$ cat src/rtl/fetch_unit_pkg.sv
// Shared types and constants for the instruction fetch unit.
// Holds the FSM state encoding and the next-PC select codes driven by control.
package fetch_unit_pkg;

    localparam int unsigned XLEN    = 32;
    localparam int unsigned SRC_W   = 2;

    typedef logic [XLEN-1:0]  word_t;
    typedef logic [SRC_W-1:0] src_pc_t;

    // Fetch sequencing states.
    typedef enum logic [1:0] {
        FETCH = 2'b00,
        EXEC  = 2'b01,
        HALT  = 2'b10
    } state_e;

    // Next-PC select codes from the control unit.
    localparam src_pc_t PC_SEQ  = 2'b00;
    localparam src_pc_t PC_IMM  = 2'b01;
    localparam src_pc_t PC_JALR = 2'b10;
    localparam src_pc_t PC_SYS  = 2'b11;

    localparam word_t PC_STEP  = word_t'(4);
    localparam word_t NOP_INST = 32'h0000_0013;

endpackage

$ cat src/rtl/next_pc_sel.sv
// Combinational next-PC selection for the fetch unit.
// All arithmetic is modulo 2^32; jalr targets have bit 0 cleared.
module next_pc_sel
    import fetch_unit_pkg::*;
(
    input  logic [XLEN-1:0]  pc_i,
    input  logic [XLEN-1:0]  pc_plus4_i,
    input  logic [XLEN-1:0]  imm_i,
    input  logic [XLEN-1:0]  alu_result_i,
    input  logic [SRC_W-1:0] src_pc_i,
    input  logic             branch_i,
    input  logic             jump_i,
    input  logic             br_cond_i,
    output logic [XLEN-1:0]  next_pc_o
);

    logic            take_imm;
    logic [XLEN-1:0] imm_target;
    logic [XLEN-1:0] jalr_target;

    assign take_imm    = jump_i | (branch_i & br_cond_i);
    assign imm_target  = pc_i + imm_i;
    assign jalr_target = alu_result_i & ~word_t'(1);

    always_comb begin
        next_pc_o = pc_plus4_i;
        case (src_pc_i)
            PC_SEQ, PC_SYS: next_pc_o = pc_plus4_i;
            PC_IMM:         next_pc_o = take_imm ? imm_target : pc_plus4_i;
            PC_JALR:        next_pc_o = jalr_target;
            default:        next_pc_o = pc_plus4_i;
        endcase
    end

endmodule

$ cat src/rtl/fetch_unit.sv
// Multi-cycle instruction fetch unit: FETCH -> EXEC -> (FETCH | HALT).
// Owns the PC and latched instruction; next-PC muxing lives in next_pc_sel.
module fetch_unit
    import fetch_unit_pkg::*;
#(
    parameter logic [31:0] RESET_PC = 32'h0000_0000
) (
    input  logic              clk,
    input  logic              rst,
    output logic              imem_req,
    output logic [XLEN-1:0]   imem_addr,
    input  logic              imem_ack,
    input  logic [XLEN-1:0]   imem_rdata,
    output logic [XLEN-1:0]   inst,
    output logic              inst_valid,
    output logic [XLEN-1:0]   pc,
    output logic [XLEN-1:0]   pc_plus4,
    input  logic [SRC_W-1:0]  srcPC,
    input  logic              pcload,
    input  logic              branch,
    input  logic              jump,
    input  logic              br_cond,
    input  logic [XLEN-1:0]   imm,
    input  logic [XLEN-1:0]   alu_result,
    input  logic              resume,
    output logic              halted
);

    state_e          state_q;
    logic [XLEN-1:0] pc_q;
    logic [XLEN-1:0] inst_q;
    logic            req_q;
    logic            valid_q;
    logic            halted_q;
    logic [XLEN-1:0] pc_plus4_d;
    logic [XLEN-1:0] next_pc_d;

    assign pc_plus4_d = pc_q + PC_STEP;

    next_pc_sel u_next_pc_sel (
        .pc_i         (pc_q),
        .pc_plus4_i   (pc_plus4_d),
        .imm_i        (imm),
        .alu_result_i (alu_result),
        .src_pc_i     (srcPC),
        .branch_i     (branch),
        .jump_i       (jump),
        .br_cond_i    (br_cond),
        .next_pc_o    (next_pc_d)
    );

    // Sequencer; req/valid/halted are registered alongside the state they decode.
    always_ff @(posedge clk) begin
        if (rst) begin
            state_q  <= FETCH;
            pc_q     <= RESET_PC;
            inst_q   <= NOP_INST;
            req_q    <= 1'b1;
            valid_q  <= 1'b0;
            halted_q <= 1'b0;
        end else begin
            case (state_q)
                FETCH: begin
                    if (imem_ack) begin
                        inst_q  <= imem_rdata;
                        state_q <= EXEC;
                        req_q   <= 1'b0;
                        valid_q <= 1'b1;
                    end
                end
                EXEC: begin
                    valid_q <= 1'b0;
                    if (pcload) begin
                        pc_q    <= next_pc_d;
                        state_q <= FETCH;
                        req_q   <= 1'b1;
                    end else begin
                        state_q  <= HALT;
                        halted_q <= 1'b1;
                    end
                end
                HALT: begin
                    // Resume steps past the ebreak the PC still points at.
                    if (resume) begin
                        pc_q     <= pc_plus4_d;
                        state_q  <= FETCH;
                        req_q    <= 1'b1;
                        halted_q <= 1'b0;
                    end
                end
                default: begin
                    state_q  <= FETCH;
                    req_q    <= 1'b1;
                    valid_q  <= 1'b0;
                    halted_q <= 1'b0;
                end
            endcase
        end
    end

    assign imem_req   = req_q;
    assign imem_addr  = pc_q;
    assign inst       = inst_q;
    assign inst_valid = valid_q;
    assign pc         = pc_q;
    assign pc_plus4   = pc_plus4_d;
    assign halted     = halted_q;

endmodule

$ cat config.mk
export PLATFORM = sky130hd
export DESIGN_NAME = fetch_unit
export DESIGN_NICKNAME = d
export VERILOG_FILES = /design/src/rtl/fetch_unit_pkg.sv /design/src/rtl/next_pc_sel.sv /design/src/rtl/fetch_unit.sv
export SDC_FILE = /design/constraint.sdc
export NUM_CORES = 1
export LEC_CHECK = 0
export ABC_AREA = 1
export BUFFER_PORTS_ARGS = -buffer_cell sky130_fd_sc_hd__buf_2
export CAP_MARGIN = 10
export CORE_UTILIZATION = 46
export DETAILED_ROUTE_END_ITERATION = 10
export GPL_TIMING_DRIVEN = 0
export PLACE_DENSITY = 0.74
export SYNTH_ARGS = -nofsm -noshare
export SYNTH_HDL_FRONTEND = slang
export SYNTH_HIERARCHICAL = 1
export SYNTH_SLANG_ARGS = --single-unit
$ cat constraint.sdc
create_clock -name clk -period 3.2 [get_ports clk]
set_input_delay 0.96 -clock clk [delete_from_list [all_inputs] [get_ports clk]]
set_output_delay 0.96 -clock clk [all_outputs]
set_load 0.005 [all_outputs]
Yosys cells after proc, flatten, opt, wreduce, memory -nomap -nowiden
Cells that the tools add are included.
W data, S select, Z words.
- $add $sub $neg: 2
- multipliers: 0
- div/mod/pow operators: 0
- magnitude comparators: 0
- eq/ne operators: 9
- shift operators: 0
- mux-type cells: 18
- bitwise gates (word level): 4
- reduce and logical (&&, ||, !) cells: 10
- operator list (kind ; number):
    $mux W32 ; 3
    $pmux W32 S3 ; 1
    $pmux W32 S2 ; 1
    $add A32 B3 Y32 const B ; 1
    $add A32 B32 Y32 ; 1
    $reduce_and A3 Y1 ; 3
    $ne A2 B2 Y1 const B ; 4
    $eq A2 B2 Y1 const B ; 3
    $mux W1 ; 6
    $mux W2 ; 3
    $pmux W1 S3 ; 2
    $pmux W2 S3 ; 1
    $reduce_and A2 Y1 ; 3
    $eq A2 B1 Y1 const B ; 2
    $logic_not A2 Y1 ; 2
    $not A1 Y1 ; 2
    $pmux W1 S2 ; 1
    $reduce_bool A2 Y1 ; 1
    $reduce_or A2 Y1 ; 1
    $and A1 B1 Y1 ; 1
    $or A1 B1 Y1 ; 1
- bits in registers: 69
- bits in latches: 0
- bits in writable memories: 0
- ROM bits: 0
- input bits: 106
- output and inout port bits: 131
- word-level logic and storage cells: 49
- memories kept: 0

Logic depth before layout (Yosys ltp)
- word-level depth: 6
- mapped depth: 17
- depth with buffers taken out: 17

By module
The synthesis kept the hierarchy.
- modules (own cells, without submodules) (module ; times used ; cells each ; area an instance (um^2) ; seq. area each (um^2)):
    fetch_unit ; 1 ; 589 ; 3891.2 ; 1381.3
    next_pc_sel ; 1 ; 707 ; 3385.7 ; 0.0

Worst setup path after synthesis
No wires, ideal clock.
- kind: input-to-reg
- from: input port imm[0]
- to: register pc_q[28] (netlist: imem_addr[28])
- setup time: 0.070 ns
- data arrival time: 2.601 ns
- required time: 3.130 ns
- path slack: 0.529 ns
- stages on the path: 15
- buffers on the path: 0
- cells stage by stage: ha_1 -> fa_1 -> nand3_1 -> nand3_1 -> nand3_1 -> nand3_2 -> nand2_1 -> nand3_1 -> nand3_1 -> nand2_1 -> a21oi_1 -> nand2_1 -> nand2_1 -> inv_1 -> a21oi_1
- cells in the longest elaborated chain, start to end: 5
- RTL lines (what ; line ; RTL):
    start, declared ; fetch_unit.sv:23 ; input logic [XLEN-1:0] imm,
    $add A32 B32 Y32 ; next_pc_sel.sv:22 ; assign imm_target = pc_i + imm_i;
    $mux W32 ; next_pc_sel.sv:29 ; PC_IMM: next_pc_o = take_imm ? imm_target : pc_plus4_i;
    $pmux W32 S3 ; next_pc_sel.sv:27 ; case (src_pc_i)
    net next_pc_d[28] ; fetch_unit.sv:36 ; logic [XLEN-1:0] next_pc_d;
    $mux W32 ; fetch_unit.sv:73 ; if (pcload) begin
    $pmux W32 S2 ; fetch_unit.sv:62 ; case (state_q)
    end signal, assigned ; fetch_unit.sv:74 ; pc_q <= next_pc_d;
    end signal, assigned ; fetch_unit.sv:85 ; pc_q <= pc_plus4_d;
    end, declared ; fetch_unit.sv:30 ; logic [XLEN-1:0] pc_q;
The timed path passes the listed nets, and every way through them passes these cells. The select of a mux whose other input is x is not followed.
A chain may end at the register's enable or synchronous reset.

Final worst setup path
- from: register pc_q[10] (netlist: imem_addr[10])
- to: output port pc_plus4[14]
- cells in the longest elaborated chain, start to end: 1
- RTL lines (what ; line ; RTL):
    $add A32 B3 Y32 ; fetch_unit.sv:38 ; assign pc_plus4_d = pc_q + PC_STEP;
    end, declared ; fetch_unit.sv:17 ; output logic [XLEN-1:0] pc_plus4,
No other way between the ends.

==> flow_metrics.tcl <==
set metrics [dict create \
    status "finished clean" \
    io_pins 237 \
    nNetsFinal 1683 \
    grt_max_degree 17 \
    multi_input_area_um2 4770 \
    synthCells 1296 \
    area_growth_pct 24.0 \
    h-tree-depth 3 \
    syn_nets 1437 \
    clock_skew_ns 0.00975 \
    hp-class "reg2reg" \
    grt_overflow 0 \
    grt_antenna_before_repair 0 \
    synth-xor-area-share_pct 3.68 \
    final_cells 1758 \
    crit_type "reg2out" \
    core-area_um2 15300 \
    post-cts-setup-buffers 0 \
    cts_tree "built" \
    synth_simple_gate_area_share_pct 39.3 \
    arrival_ns 2.15 \
    grt_pass1_wl_um 39800 \
    yosys_warnings 6 \
    dp_hpwl_um 21100 \
    crit_fanout 7 \
    synth_top_area_cell "nand2_1" \
    synth.area.top_cells "nand2_1, dfxtp_1, inv_1, nor2_1, a21oi_1" \
    viasPerCell 5.08 \
    nFillCells 1666 \
    yosys.area.top_type_share_pct 20.7 \
    hold_buffers 0 \
    initial_core_util_pct 47.5 \
    final_util_pct 58.9 \
    clk_pin_slew_ns 0.07 \
    cts.sinks 69 \
    tightest_slew_ns 0.643 \
    hp-start "inst_valid" \
    synth_top_family_by_area "simple AND/OR/NAND/NOR gates" \
    synth_cell_types 38 \
    whs_endpoint "inst_valid" \
    worstReg2RegEnd "imem_addr[24]" \
    relSlewSlack_pct 57.1 \
    cts.path.max_buffers 2 \
    power.leakage_uw 0.00523 \
    peakVddDrop_mv 0.269 \
    synthMuxAreaShare_pct 0 \
    drt-pass1-iter-count 5 \
    final-hold-violation-count 0 \
    row_count 45 \
    period_needed_ns 3.11 \
    cp-start-kind "flip-flop" \
    ctsResizeCount 0 \
    synthesis.area_um2 7280 \
    place_inst 1742 \
    final_max_slew_viol_count 0 \
    routabilityCongestion 0.981 \
    drt-initial-drc-count 803 \
    die_area_um2 16300 \
    drt_wl_total_um 26000 \
    end_kind "output port" \
    die_w_um 128 \
    vias 8923 \
    worst-r2r-cell-count 15 \
    layout-drive-gt1-share_pct 22.2 \
    period_share_pct 97.3 \
    synth_fa_ha_area_share_pct 6.12 \
    die_h_um 128 \
    fmax_ghz 0.321 \
    r2r-start "imem_addr[0]" \
    grt.total_usage_pct 31.3 \
    synth_compound_area_share_pct 16.3 \
    root_buffer "clkbuf_16" \
    setup-tns-final_ns 0 \
    antenna_left 0 \
    clk_latency_ns 0.34 \
    avgRoutedWirePerCell_um 14.8 \
    cts_buffers 9 \
    rsz0062_at_grt "no" \
    p_per_area_nw_per_um2 341 \
    crit_required_ns 2.24 \
    syn_avg_cell_area_um2 5.61 \
    cap_violations 0 \
    synth_seq_area_share_pct 19.0 \
    antenna_cells 0 \
    whs_path_depth 2 \
    drc 0 \
    reg2reg_setup_slack_ns 0.60 \
    finalSetupViolCount 0 \
    io_buffers 235 \
    regArea_um2 1380 \
    power.total_uw 3080 \
    synth-seq-cells 69 \
    first_global_vias 7795 \
]
-- power by group --
| part | switching (uW) | internal, uW |
|---|---|---|
| Combinational | 635 | 411 |
| Sequential | 95.6 | 924 |
| Clock | 459 | 551 |
-- through the flow --
| step | setup WS, ns | hold WS, ns | instance area [um^2] |
|---|---|---|---|
| 2_1_floorplan | 0.529 | 0.443 | 7280 |
| 3_3_place_gp | 0.0509 | 0.452 | 8720 |
| 3_5_place_dp | 0.0354 | 0.455 | 8720 |
| 4_1_cts | 0.0225 | 0.466 | 9010 |
| 5_1_grt | 0.0383 | 0.493 | 9020 |
| 6_report | 0.0878 | 0.467 | 9020 |
-- state kept, by name, summed over array words and instances, names as in the netlist --
name and cells:
halted 1, imem_addr 32, imem_req 1, inst 32
inst_valid 1, state_q 2
-- per-layer routing --
metal / track usage, % / up-vias / wire length, um
met5: 0 / - / 0
met2: 51.1 / 443 / 11600
li1: - / 4515 / -
met3: 4.47 / 53 / 2170
met1: 42.3 / 3912 / 11500
met4: 10.4 / 0 / 751
-- cells by family (layout without fill, tap and decap cells) --
group,count (synthesis),in the layout
AO/OA/AOI/OAI,220,220
XOR/XNOR,28,28
adder cells (fa/ha/maj),35,35
buffers and inverters,266,517
flip-flops,69,69
AND/OR/NAND/NOR,678,678
-- cell usage after synthesis --
master,count
buf_4,34
nand4_1,3
xor2_2,3
buf_2,8
xor2_1,20
a21oi_2,2
clkbuf_2,1
a221oi_1,1
dfxtp_1,69
nor2_1,152
ha_1,34
a31oi_1,9
and2_1,6
nand2_4,2
nand3b_1,7
clkbuf_1,32
o211ai_1,6
nor2_2,7
buf_1,1
inv_2,2
or2_0,1
nand2_1,402
o221ai_1,2
nand2_2,16
a21oi_1,97
o21ai_0,86
nor2_4,11
o21bai_1,12
nand3_1,64
nand3_2,3
clkinv_1,1
fa_1,1
xnor2_1,5
a22oi_1,4
a21o_1,1
or2_2,1
nor3_1,3
inv_1,187
-- how the worst max path moves through the flow --
stage,to,start
after global routing,pc_plus4[22],imem_addr[10]
after global placement,imem_addr[24],imm[0]
after CTS,pc_plus4[16],imem_addr[3]
after floorplan,imem_addr[28],imm[0]
final,pc_plus4[14],imem_addr[10]
after detailed placement,imem_addr[24],imm[0]
-- placed cells by master (no fill, tap or decap), types with 3 or more instances in the layout --
cell | netlist | routed
nand2_1 | 402 | 402
buf_2 | 8 | 243
inv_1 | 187 | 187
nor2_1 | 152 | 152
a21oi_1 | 97 | 97
o21ai_0 | 86 | 86
dfxtp_1 | 69 | 67
nand3_1 | 64 | 64
ha_1 | 34 | 34
buf_4 | 34 | 34
clkbuf_1 | 32 | 32
xor2_1 | 20 | 19
nand2_2 | 16 | 16
o21bai_1 | 12 | 12
nor2_4 | 11 | 11
a31oi_1 | 9 | 9
clkbuf_16 | 0 | 9
nand3b_1 | 7 | 7
nor2_2 | 7 | 7
o211ai_1 | 6 | 6
and2_1 | 6 | 6
xnor2_1 | 5 | 5
inv_6 | 0 | 5
xor2_2 | 3 | 4
a22oi_1 | 4 | 4
nor3_1 | 3 | 3
nand3_2 | 3 | 3
nand4_1 | 3 | 3
-- cell type report --
class	instances	area share, %
inverter	190	7.90
tap	211	2.93
clock inverter	7	0.790
buffer	76	4.70
timing repair buffer	235	13.0
multi-input combinational	961	52.8
clock buffer	9	2.50
sequential	69	15.3
-- worst max-delay path, stage by stage, from the launching register on --
cell     delay (ns)
dfxtp_1        0.61
nand2_2        0.16
nor2_1         0.18
inv_1          0.09
nor2_4         0.13
xor2_1         0.42
buf_2          0.22
No activity file was read; power rests on OpenSTA's default activity.
